===== src/rtl/jpeg_pkg.sv =====
// Shared JPEG header-parsing definitions: SOF parser state encoding,
// err_code values and the log2 lookup for the legal sampling factors {1,2,4}.
package jpeg_pkg;

   typedef enum logic [3:0] {
      ST_IDLE,
      ST_LEN_H,
      ST_LEN_L,
      ST_PREC,
      ST_Y_H,
      ST_Y_L,
      ST_X_H,
      ST_X_L,
      ST_NF,
      ST_C_ID,
      ST_C_HV,
      ST_C_TQ,
      ST_CALC,
      ST_ERR,
      ST_DONE
   } sof_state_e;

   localparam logic [2:0] ERR_NONE = 3'd0;
   localparam logic [2:0] ERR_NF   = 3'd1;
   localparam logic [2:0] ERR_HV   = 3'd2;
   localparam logic [2:0] ERR_TQ   = 3'd3;
   localparam logic [2:0] ERR_DIM  = 3'd4;
   localparam logic [2:0] ERR_LF   = 3'd5;
   localparam logic [2:0] ERR_PREC = 3'd6;

   // Shift amount for a sampling factor; only 1, 2 and 4 ever reach the MCU maths.
   function automatic logic [1:0] hv_log2(input logic [2:0] hv);
      case (hv)
         3'd4:    return 2'd2;
         3'd2:    return 2'd1;
         default: return 2'd0;
      endcase
   endfunction

   // Sampling factors restricted to powers of two so every divide is a shift.
   function automatic logic hv_legal(input logic [3:0] f);
      return (f == 4'd1) || (f == 4'd2) || (f == 4'd4);
   endfunction

   // States in which a payload byte may be accepted.
   function automatic logic sof_consumes(input sof_state_e s);
      return !(s inside {ST_IDLE, ST_CALC, ST_ERR, ST_DONE});
   endfunction

endpackage


===== src/rtl/jpeg_mcu_calc.sv =====
// MCU grid arithmetic: ceil(dim / (8*factor)) with factor in {1,2,4}.
// Ports: dim_x/dim_y image size, h_max/v_max max sampling factors,
//        mcu_w_c/mcu_h_c combinational MCU counts (truncated to MCU_W).
module jpeg_mcu_calc
   import jpeg_pkg::*;
#(
   parameter int unsigned MCU_W = 13
) (
   input  logic [15:0]      dim_x,
   input  logic [15:0]      dim_y,
   input  logic [2:0]       h_max,
   input  logic [2:0]       v_max,
   output logic [MCU_W-1:0] mcu_w_c,
   output logic [MCU_W-1:0] mcu_h_c
);

   localparam int unsigned SUM_W = 20;

   logic [SUM_W-1:0] sum_x;
   logic [SUM_W-1:0] sum_y;
   logic [2:0]       sh_x;
   logic [2:0]       sh_y;

   // Round up by adding (8*factor - 1) before the shift.
   always_comb begin
      sum_x   = SUM_W'(dim_x) + SUM_W'({h_max, 3'b000}) - SUM_W'(1);
      sum_y   = SUM_W'(dim_y) + SUM_W'({v_max, 3'b000}) - SUM_W'(1);
      sh_x    = 3'd3 + 3'(hv_log2(h_max));
      sh_y    = 3'd3 + 3'(hv_log2(v_max));
      mcu_w_c = MCU_W'(sum_x >> sh_x);
      mcu_h_c = MCU_W'(sum_y >> sh_y);
   end

endmodule


===== src/rtl/jpeg_sof_parser.sv =====
// Byte-serial SOF0/SOF1 frame-header parser for up to MAX_COMP components.
// Consumes the segment payload after the marker, publishes image size,
// per-component id/H/V/Tq lanes (lane 0 = first in stream), Hmax/Vmax and
// the MCU grid, and flags malformed headers through err_code.
// Ports: clk/rst (sync, active-high); start, in_valid/in_data/in_ready byte
//        input; hdr_done pulse, hdr_valid/hdr_err levels, err_code; width,
//        height, ncomp, comp_id/h/v/qt lanes, h_max, v_max, mcu_w, mcu_h.
// Build option: define JPEG_SOF_STRICT_EN to check Lf == 8+3*Nf and P == 8.
module jpeg_sof_parser
   import jpeg_pkg::*;
#(
   parameter int unsigned MAX_COMP = 4,
   parameter int unsigned DIM_W    = 16,
   parameter int unsigned MCU_W    = 13
) (
   input  logic                  clk,
   input  logic                  rst,
   input  logic                  start,
   input  logic                  in_valid,
   input  logic [7:0]            in_data,
   output logic                  in_ready,
   output logic                  hdr_done,
   output logic                  hdr_valid,
   output logic                  hdr_err,
   output logic [2:0]            err_code,
   output logic [DIM_W-1:0]      width,
   output logic [DIM_W-1:0]      height,
   output logic [2:0]            ncomp,
   output logic [8*MAX_COMP-1:0] comp_id,
   output logic [3*MAX_COMP-1:0] comp_h,
   output logic [3*MAX_COMP-1:0] comp_v,
   output logic [2*MAX_COMP-1:0] comp_qt,
   output logic [2:0]            h_max,
   output logic [2:0]            v_max,
   output logic [MCU_W-1:0]      mcu_w,
   output logic [MCU_W-1:0]      mcu_h
);

   localparam int unsigned IDX_W = (MAX_COMP > 1) ? $clog2(MAX_COMP) : 1;

   sof_state_e       state_q, state_d;
   logic             in_ready_q, in_ready_d;
   logic             hdr_done_q, hdr_done_d;
   logic             hdr_valid_q, hdr_valid_d;
   logic             hdr_err_q, hdr_err_d;
   logic [2:0]       err_code_q, err_code_d;
   logic [15:0]      x_q, x_d;
   logic [15:0]      y_q, y_d;
   logic [2:0]       nf_q, nf_d;
   logic [IDX_W-1:0] idx_q, idx_d;
   logic [2:0]       hmax_q, hmax_d;
   logic [2:0]       vmax_q, vmax_d;
   logic [MCU_W-1:0] mcu_w_q, mcu_w_d;
   logic [MCU_W-1:0] mcu_h_q, mcu_h_d;
   logic [7:0]       comp_id_q [MAX_COMP];
   logic [7:0]       comp_id_d [MAX_COMP];
   logic [2:0]       comp_h_q  [MAX_COMP];
   logic [2:0]       comp_h_d  [MAX_COMP];
   logic [2:0]       comp_v_q  [MAX_COMP];
   logic [2:0]       comp_v_d  [MAX_COMP];
   logic [1:0]       comp_qt_q [MAX_COMP];
   logic [1:0]       comp_qt_d [MAX_COMP];
`ifdef JPEG_SOF_STRICT_EN
   logic [15:0]      lf_q, lf_d;
`endif

   logic             acc_c;
   logic [3:0]       hf_c, vf_c;
   logic [2:0]       h_eff_c, v_eff_c;
   logic [MCU_W-1:0] calc_w_c, calc_h_c;

   // Grayscale frames use 1x1 MCUs whatever H1/V1 say.
   assign h_eff_c = (nf_q == 3'd1) ? 3'd1 : hmax_q;
   assign v_eff_c = (nf_q == 3'd1) ? 3'd1 : vmax_q;

   jpeg_mcu_calc #(.MCU_W(MCU_W)) u_mcu_calc (
      .dim_x   (x_q),
      .dim_y   (y_q),
      .h_max   (h_eff_c),
      .v_max   (v_eff_c),
      .mcu_w_c (calc_w_c),
      .mcu_h_c (calc_h_c)
   );

   // Next-state and output decode; one state advance per accepted byte.
   always_comb begin
      state_d     = state_q;
      hdr_done_d  = 1'b0;
      hdr_valid_d = hdr_valid_q;
      hdr_err_d   = hdr_err_q;
      err_code_d  = err_code_q;
      x_d         = x_q;
      y_d         = y_q;
      nf_d        = nf_q;
      idx_d       = idx_q;
      hmax_d      = hmax_q;
      vmax_d      = vmax_q;
      mcu_w_d     = mcu_w_q;
      mcu_h_d     = mcu_h_q;
      comp_id_d   = comp_id_q;
      comp_h_d    = comp_h_q;
      comp_v_d    = comp_v_q;
      comp_qt_d   = comp_qt_q;
`ifdef JPEG_SOF_STRICT_EN
      lf_d        = lf_q;
`endif
      acc_c       = in_valid && in_ready_q;
      hf_c        = in_data[7:4];
      vf_c        = in_data[3:0];

      if (start) begin
         // New marker wins over any byte presented in the same cycle.
         state_d     = ST_LEN_H;
         hdr_valid_d = 1'b0;
         hdr_err_d   = 1'b0;
         err_code_d  = ERR_NONE;
         x_d         = '0;
         y_d         = '0;
         nf_d        = '0;
         idx_d       = '0;
         hmax_d      = '0;
         vmax_d      = '0;
         mcu_w_d     = '0;
         mcu_h_d     = '0;
         for (int unsigned i = 0; i < MAX_COMP; i++) begin
            comp_id_d[i] = '0;
            comp_h_d[i]  = '0;
            comp_v_d[i]  = '0;
            comp_qt_d[i] = '0;
         end
      end else begin
         case (state_q)
            ST_LEN_H: if (acc_c) begin
`ifdef JPEG_SOF_STRICT_EN
               lf_d[15:8] = in_data;
`endif
               state_d = ST_LEN_L;
            end
            ST_LEN_L: if (acc_c) begin
`ifdef JPEG_SOF_STRICT_EN
               lf_d[7:0] = in_data;
`endif
               state_d = ST_PREC;
            end
            ST_PREC: if (acc_c) begin
               state_d = ST_Y_H;
`ifdef JPEG_SOF_STRICT_EN
               if (in_data != 8'd8) begin
                  err_code_d = ERR_PREC;
                  state_d    = ST_ERR;
               end
`endif
            end
            ST_Y_H: if (acc_c) begin
               y_d     = {in_data, y_q[7:0]};
               state_d = ST_Y_L;
            end
            ST_Y_L: if (acc_c) begin
               y_d     = {y_q[15:8], in_data};
               state_d = ST_X_H;
            end
            ST_X_H: if (acc_c) begin
               x_d     = {in_data, x_q[7:0]};
               state_d = ST_X_L;
            end
            ST_X_L: if (acc_c) begin
               x_d     = {x_q[15:8], in_data};
               state_d = ST_NF;
            end
            ST_NF: if (acc_c) begin
               // Later checks override earlier ones: Nf range has top priority.
               nf_d    = 3'(in_data);
               idx_d   = '0;
               state_d = ST_C_ID;
`ifdef JPEG_SOF_STRICT_EN
               if (lf_q != (16'd8 + 16'd3 * 16'(in_data))) begin
                  err_code_d = ERR_LF;
                  state_d    = ST_ERR;
               end
`endif
               if ((x_q == 16'd0) || (y_q == 16'd0)) begin
                  err_code_d = ERR_DIM;
                  state_d    = ST_ERR;
               end
               if ((in_data == 8'd0) || (in_data > 8'(MAX_COMP))) begin
                  err_code_d = ERR_NF;
                  state_d    = ST_ERR;
               end
            end
            ST_C_ID: if (acc_c) begin
               comp_id_d[idx_q] = in_data;
               state_d          = ST_C_HV;
            end
            ST_C_HV: if (acc_c) begin
               comp_h_d[idx_q] = 3'(hf_c);
               comp_v_d[idx_q] = 3'(vf_c);
               if (!hv_legal(hf_c) || !hv_legal(vf_c)) begin
                  err_code_d = ERR_HV;
                  state_d    = ST_ERR;
               end else begin
                  if (3'(hf_c) > hmax_q) hmax_d = 3'(hf_c);
                  if (3'(vf_c) > vmax_q) vmax_d = 3'(vf_c);
                  state_d = ST_C_TQ;
               end
            end
            ST_C_TQ: if (acc_c) begin
               comp_qt_d[idx_q] = in_data[1:0];
               if (in_data[3:2] != 2'b00) begin
                  err_code_d = ERR_TQ;
                  state_d    = ST_ERR;
               end else if ((3'(idx_q) + 3'd1) == nf_q) begin
                  state_d = ST_CALC;
               end else begin
                  idx_d   = idx_q + IDX_W'(1);
                  state_d = ST_C_ID;
               end
            end
            ST_CALC: begin
               mcu_w_d     = calc_w_c;
               mcu_h_d     = calc_h_c;
               hmax_d      = h_eff_c;
               vmax_d      = v_eff_c;
               hdr_done_d  = 1'b1;
               hdr_valid_d = 1'b1;
               state_d     = ST_DONE;
            end
            ST_ERR: begin
               hdr_done_d = 1'b1;
               hdr_err_d  = 1'b1;
               state_d    = ST_DONE;
            end
            ST_DONE: state_d = ST_IDLE;
            default: state_d = ST_IDLE;
         endcase
      end

      // Registered ready tracks the state being entered.
      in_ready_d = sof_consumes(state_d);
   end

   // State and output registers.
   always_ff @(posedge clk) begin
      if (rst) begin
         state_q     <= ST_IDLE;
         in_ready_q  <= 1'b0;
         hdr_done_q  <= 1'b0;
         hdr_valid_q <= 1'b0;
         hdr_err_q   <= 1'b0;
         err_code_q  <= ERR_NONE;
         x_q         <= '0;
         y_q         <= '0;
         nf_q        <= '0;
         idx_q       <= '0;
         hmax_q      <= '0;
         vmax_q      <= '0;
         mcu_w_q     <= '0;
         mcu_h_q     <= '0;
         comp_id_q   <= '{default: '0};
         comp_h_q    <= '{default: '0};
         comp_v_q    <= '{default: '0};
         comp_qt_q   <= '{default: '0};
`ifdef JPEG_SOF_STRICT_EN
         lf_q        <= '0;
`endif
      end else begin
         state_q     <= state_d;
         in_ready_q  <= in_ready_d;
         hdr_done_q  <= hdr_done_d;
         hdr_valid_q <= hdr_valid_d;
         hdr_err_q   <= hdr_err_d;
         err_code_q  <= err_code_d;
         x_q         <= x_d;
         y_q         <= y_d;
         nf_q        <= nf_d;
         idx_q       <= idx_d;
         hmax_q      <= hmax_d;
         vmax_q      <= vmax_d;
         mcu_w_q     <= mcu_w_d;
         mcu_h_q     <= mcu_h_d;
         comp_id_q   <= comp_id_d;
         comp_h_q    <= comp_h_d;
         comp_v_q    <= comp_v_d;
         comp_qt_q   <= comp_qt_d;
`ifdef JPEG_SOF_STRICT_EN
         lf_q        <= lf_d;
`endif
      end
   end

   assign in_ready  = in_ready_q;
   assign hdr_done  = hdr_done_q;
   assign hdr_valid = hdr_valid_q;
   assign hdr_err   = hdr_err_q;
   assign err_code  = err_code_q;
   assign width     = DIM_W'(x_q);
   assign height    = DIM_W'(y_q);
   assign ncomp     = nf_q;
   assign h_max     = hmax_q;
   assign v_max     = vmax_q;
   assign mcu_w     = mcu_w_q;
   assign mcu_h     = mcu_h_q;

   // Pack lane registers onto the flat per-component buses.
   for (genvar i = 0; i < MAX_COMP; i++) begin : g_lane
      assign comp_id[8*i +: 8] = comp_id_q[i];
      assign comp_h[3*i +: 3]  = comp_h_q[i];
      assign comp_v[3*i +: 3]  = comp_v_q[i];
      assign comp_qt[2*i +: 2] = comp_qt_q[i];
   end

endmodule


===== config.mk =====
export PLATFORM = sky130hd
export DESIGN_NAME = jpeg_sof_parser
export DESIGN_NICKNAME = d
export VERILOG_FILES = /design/src/rtl/jpeg_pkg.sv /design/src/rtl/jpeg_mcu_calc.sv /design/src/rtl/jpeg_sof_parser.sv
export SDC_FILE = /design/constraint.sdc
export NUM_CORES = 1
export LEC_CHECK = 0
export CAP_MARGIN = 40
export CORE_MARGIN = 2
export CORE_UTILIZATION = 30
export CTS_BUF_LIST = sky130_fd_sc_hd__clkbuf_8
export DETAILED_ROUTE_END_ITERATION = 16
export REMOVE_ABC_BUFFERS = 1
export SKIP_CTS_REPAIR_TIMING = 1
export SYNTH_ARGS = -nofsm -noshare
export SYNTH_HDL_FRONTEND = slang
export SYNTH_SLANG_ARGS = --single-unit

===== constraint.sdc =====
create_clock -name clk -period 10 [get_ports clk]
set_clock_uncertainty 0.2 [all_clocks]
set_input_delay 2 -clock clk [delete_from_list [all_inputs] [get_ports clk]]
set_output_delay 2 -clock clk [all_outputs]
set_load 0.05 [all_outputs]

==> qor.txt <==
CP startpoint kind = input pin
sequential area share after synthesis = 0.3530
Post-synth ARST share = 0
Netlist cell types = 71
Final setup viols = 0
Final Hold Fails = 0
via count = 8411
RD Place Congestion = 0.8837
clock tree sinks = 144
Layout Nets = 1229
flops & latches, synth = 144
status = finished clean
CTS Buf Count = 17
initial antenna violation count = 0
chip height = 169.0 um
chip width = 169.0 um
CTS tree = built
setup_tns = 0 ns
Max Freq = 0.2093 GHz
Worst Reg2Reg Path Length in Cells = 12
Finished Core Util = 0.3848
Clock Latency Late Sink = 0.44 ns
Ant. Diodes = 0
IO buf count = 149
synth top area cells = dfxtp_1 35%, a21oi_1 7.9%, nand2_1 7.0%, nand3_1 7.0%, nor2_1 3.9%
Critical Path RT = 10.14 ns
Pwr per Cell Area = 106.2 nW/um2
Pleak = 3.257 nW
Detail Route Antenna Nets = 0
Arr. time, crit path = 4.92 ns
Post-synth EDFFs = 0
worst hold stages = 2
Final Cycle Share = 0.4778
Max Cap Viol = 0
Total Routing Usage GR = 0.1865
die area = 28560 um2
vias in the first global route = 7753
final WL = 27010 um
yosys warns = 0
Synth top area share = 0.3530
Clock Path Buffers = 2
detailed placer's ending HPWL = 18980 um
synthesized area = 8167 um2
Slew Limit Fails = 0
TritonRoute pass-1 iters = 6
relative slew slack = 0.3812
largest net degree at the start of global routing = 75
ys flop type = dfxtp_1
Slew @ Worst Pin = 0.9197 ns
unrepaired setup endpoints after global routing = no
Worst Hold Class = flop to flop
maximum VDD drop = 0.09074 mV
boundary pin count = 150
Mapped Cells = 1099
DRC viols = 0
Worst-path clk slew = 0.08 ns
Avg Cell Area, Syn = 7.431 um2
Via density = 5.402
Starting Density = 0.3039
fillers = 2821
First DRT Iteration DRCs = 650
number of cell rows = 60
Final min period = 4.778 ns
global-route wire length before repair = 42980 um
total grt overflow = 0
Critical Path End Type = flop
fraction of layout cells with a size suffix above 1 = 0.05921
cell taking the most area after synthesis = dfxtp_1
drt wl/cell = 17.35 um
core area = 26880 um2
P&R area growth vs syn = 26.63%
Root Driver = clkbuf_8
Crit Path Max Fanout = 12
Setup CP Type = input pin to flop
H-tree depth = 4
-- report_power, final --
group,internal (W),switching [W]
combinational,0.0000121,0.0000294
sequential,0.000574,0.00000254
clock,0.000233,0.000248
total,0.000818,0.000280
-- metal layers --
layer	global-route usage	wire [um]	vias to the layer above
li1	-	-	4173
met1	0.2493	12310	3945
met3	0.04746	1878	19
met5	0	0	-
met2	0.3038	12540	274
met4	0.04088	281	0
-- cell type report --
cell class | instances | area (um2) | area share
multi-input combinational | 849 | 4903 | 0.4742
sequential | 144 | 2883 | 0.2788
timing repair buffer | 166 | 1632 | 0.1578
tap | 341 | 426.7 | 0.04126
inverter | 25 | 93.84 | 0.009074
clock buffer | 18 | 247.7 | 0.02396
clock inverter | 14 | 155.1 | 0.01500
-- cell usage after synthesis (all sizes together) (5+ instances only) --
| cell type | count |
|---|---|
| a211o | 5 |
| a211oi | 15 |
| a21o | 11 |
| a21oi | 129 |
| a22oi | 11 |
| a311oi | 6 |
| a31oi | 10 |
| and2 | 8 |
| buf | 8 |
| clkbuf | 73 |
| dfxtp | 144 |
| ha | 14 |
| inv | 25 |
| mux2i | 23 |
| nand2 | 153 |
| nand2b | 5 |
| nand3 | 114 |
| nand4 | 9 |
| nor2 | 85 |
| nor3 | 32 |
| nor4 | 10 |
| o211ai | 16 |
| o21a | 7 |
| o21ai | 58 |
| o22ai | 8 |
| o31ai | 5 |
| or2 | 6 |
| or3 | 10 |
| or4 | 5 |
| xnor2 | 25 |
| xor2 | 12 |
-- stage by stage --
step                hold WS (ns)  instance area [um2]  instances  total power (W)  setup slack (ns)
floorplan                 0.3897                 7843       1018        0.0006053             5.416
global placement          0.2413                 9911       1523        0.0006304             4.875
detailed placement        0.2466                 9938       1525        0.0006310             4.806
CTS                       0.2584                10340       1557         0.001109             5.257
global route              0.2791                10340       1557         0.001138             4.960
finish                    0.2549                10340       1557         0.001098             5.222
-- path summary, 6_finish.rpt --
kind	start	end	slack, ns
min reg2reg	comp_id[3]	comp_id[3]	0.25
max reg2reg	ncomp[1]	mcu_w[11]	5.36
max	in_data[3]	h_max[0]	5.22
min	comp_id[3]	comp_id[3]	0.25
-- cells in the final DEF, fill, tap and decap left out, drive strengths merged, types with 11 or more instances in the layout --
| cell type | instances |
|---|---|
| a21oi | 129 |
| nand2 | 153 |
| ha | 14 |
| o211ai | 16 |
| xor2 | 12 |
| nand3 | 114 |
| nor2 | 85 |
| clkdlybuf4s50 | 149 |
| o21ai | 58 |
| inv | 31 |
| mux2i | 23 |
| xnor2 | 25 |
| dfxtp | 144 |
| buf | 17 |
| a211oi | 15 |
| a22oi | 11 |
| clkbuf | 18 |
| nor3 | 32 |
| a21o | 11 |
-- flip-flops by register name (all words and copies together), names as in the netlist, 4 cells and up --
name     flops
comp_h      12
comp_id     32
comp_qt      8
comp_v      12
height      16
mcu_h       13
mcu_w       13
state_q      4
width       16
-- cells by family after synthesis --
family / synth area share
compound gates: 0.2405
xor+xnor: 0.03968
fa+ha+maj: 0.02268
buf+inv: 0.05117
flops: 0.3530
mux: 0.02819
simple gates: 0.2647
-- critical path, cell delays in order --
cell and delay [ns]:
clkdlybuf4s50_1 0.70, nor2_1 0.20, nand3_1 0.10, a211o_1 0.33, or4_1 0.47, a311oi_1 0.47, o21ai_0 0.21, nor2b_1 0.18
a311oi_1 0.25
Power figures use the tool's default switching activity.
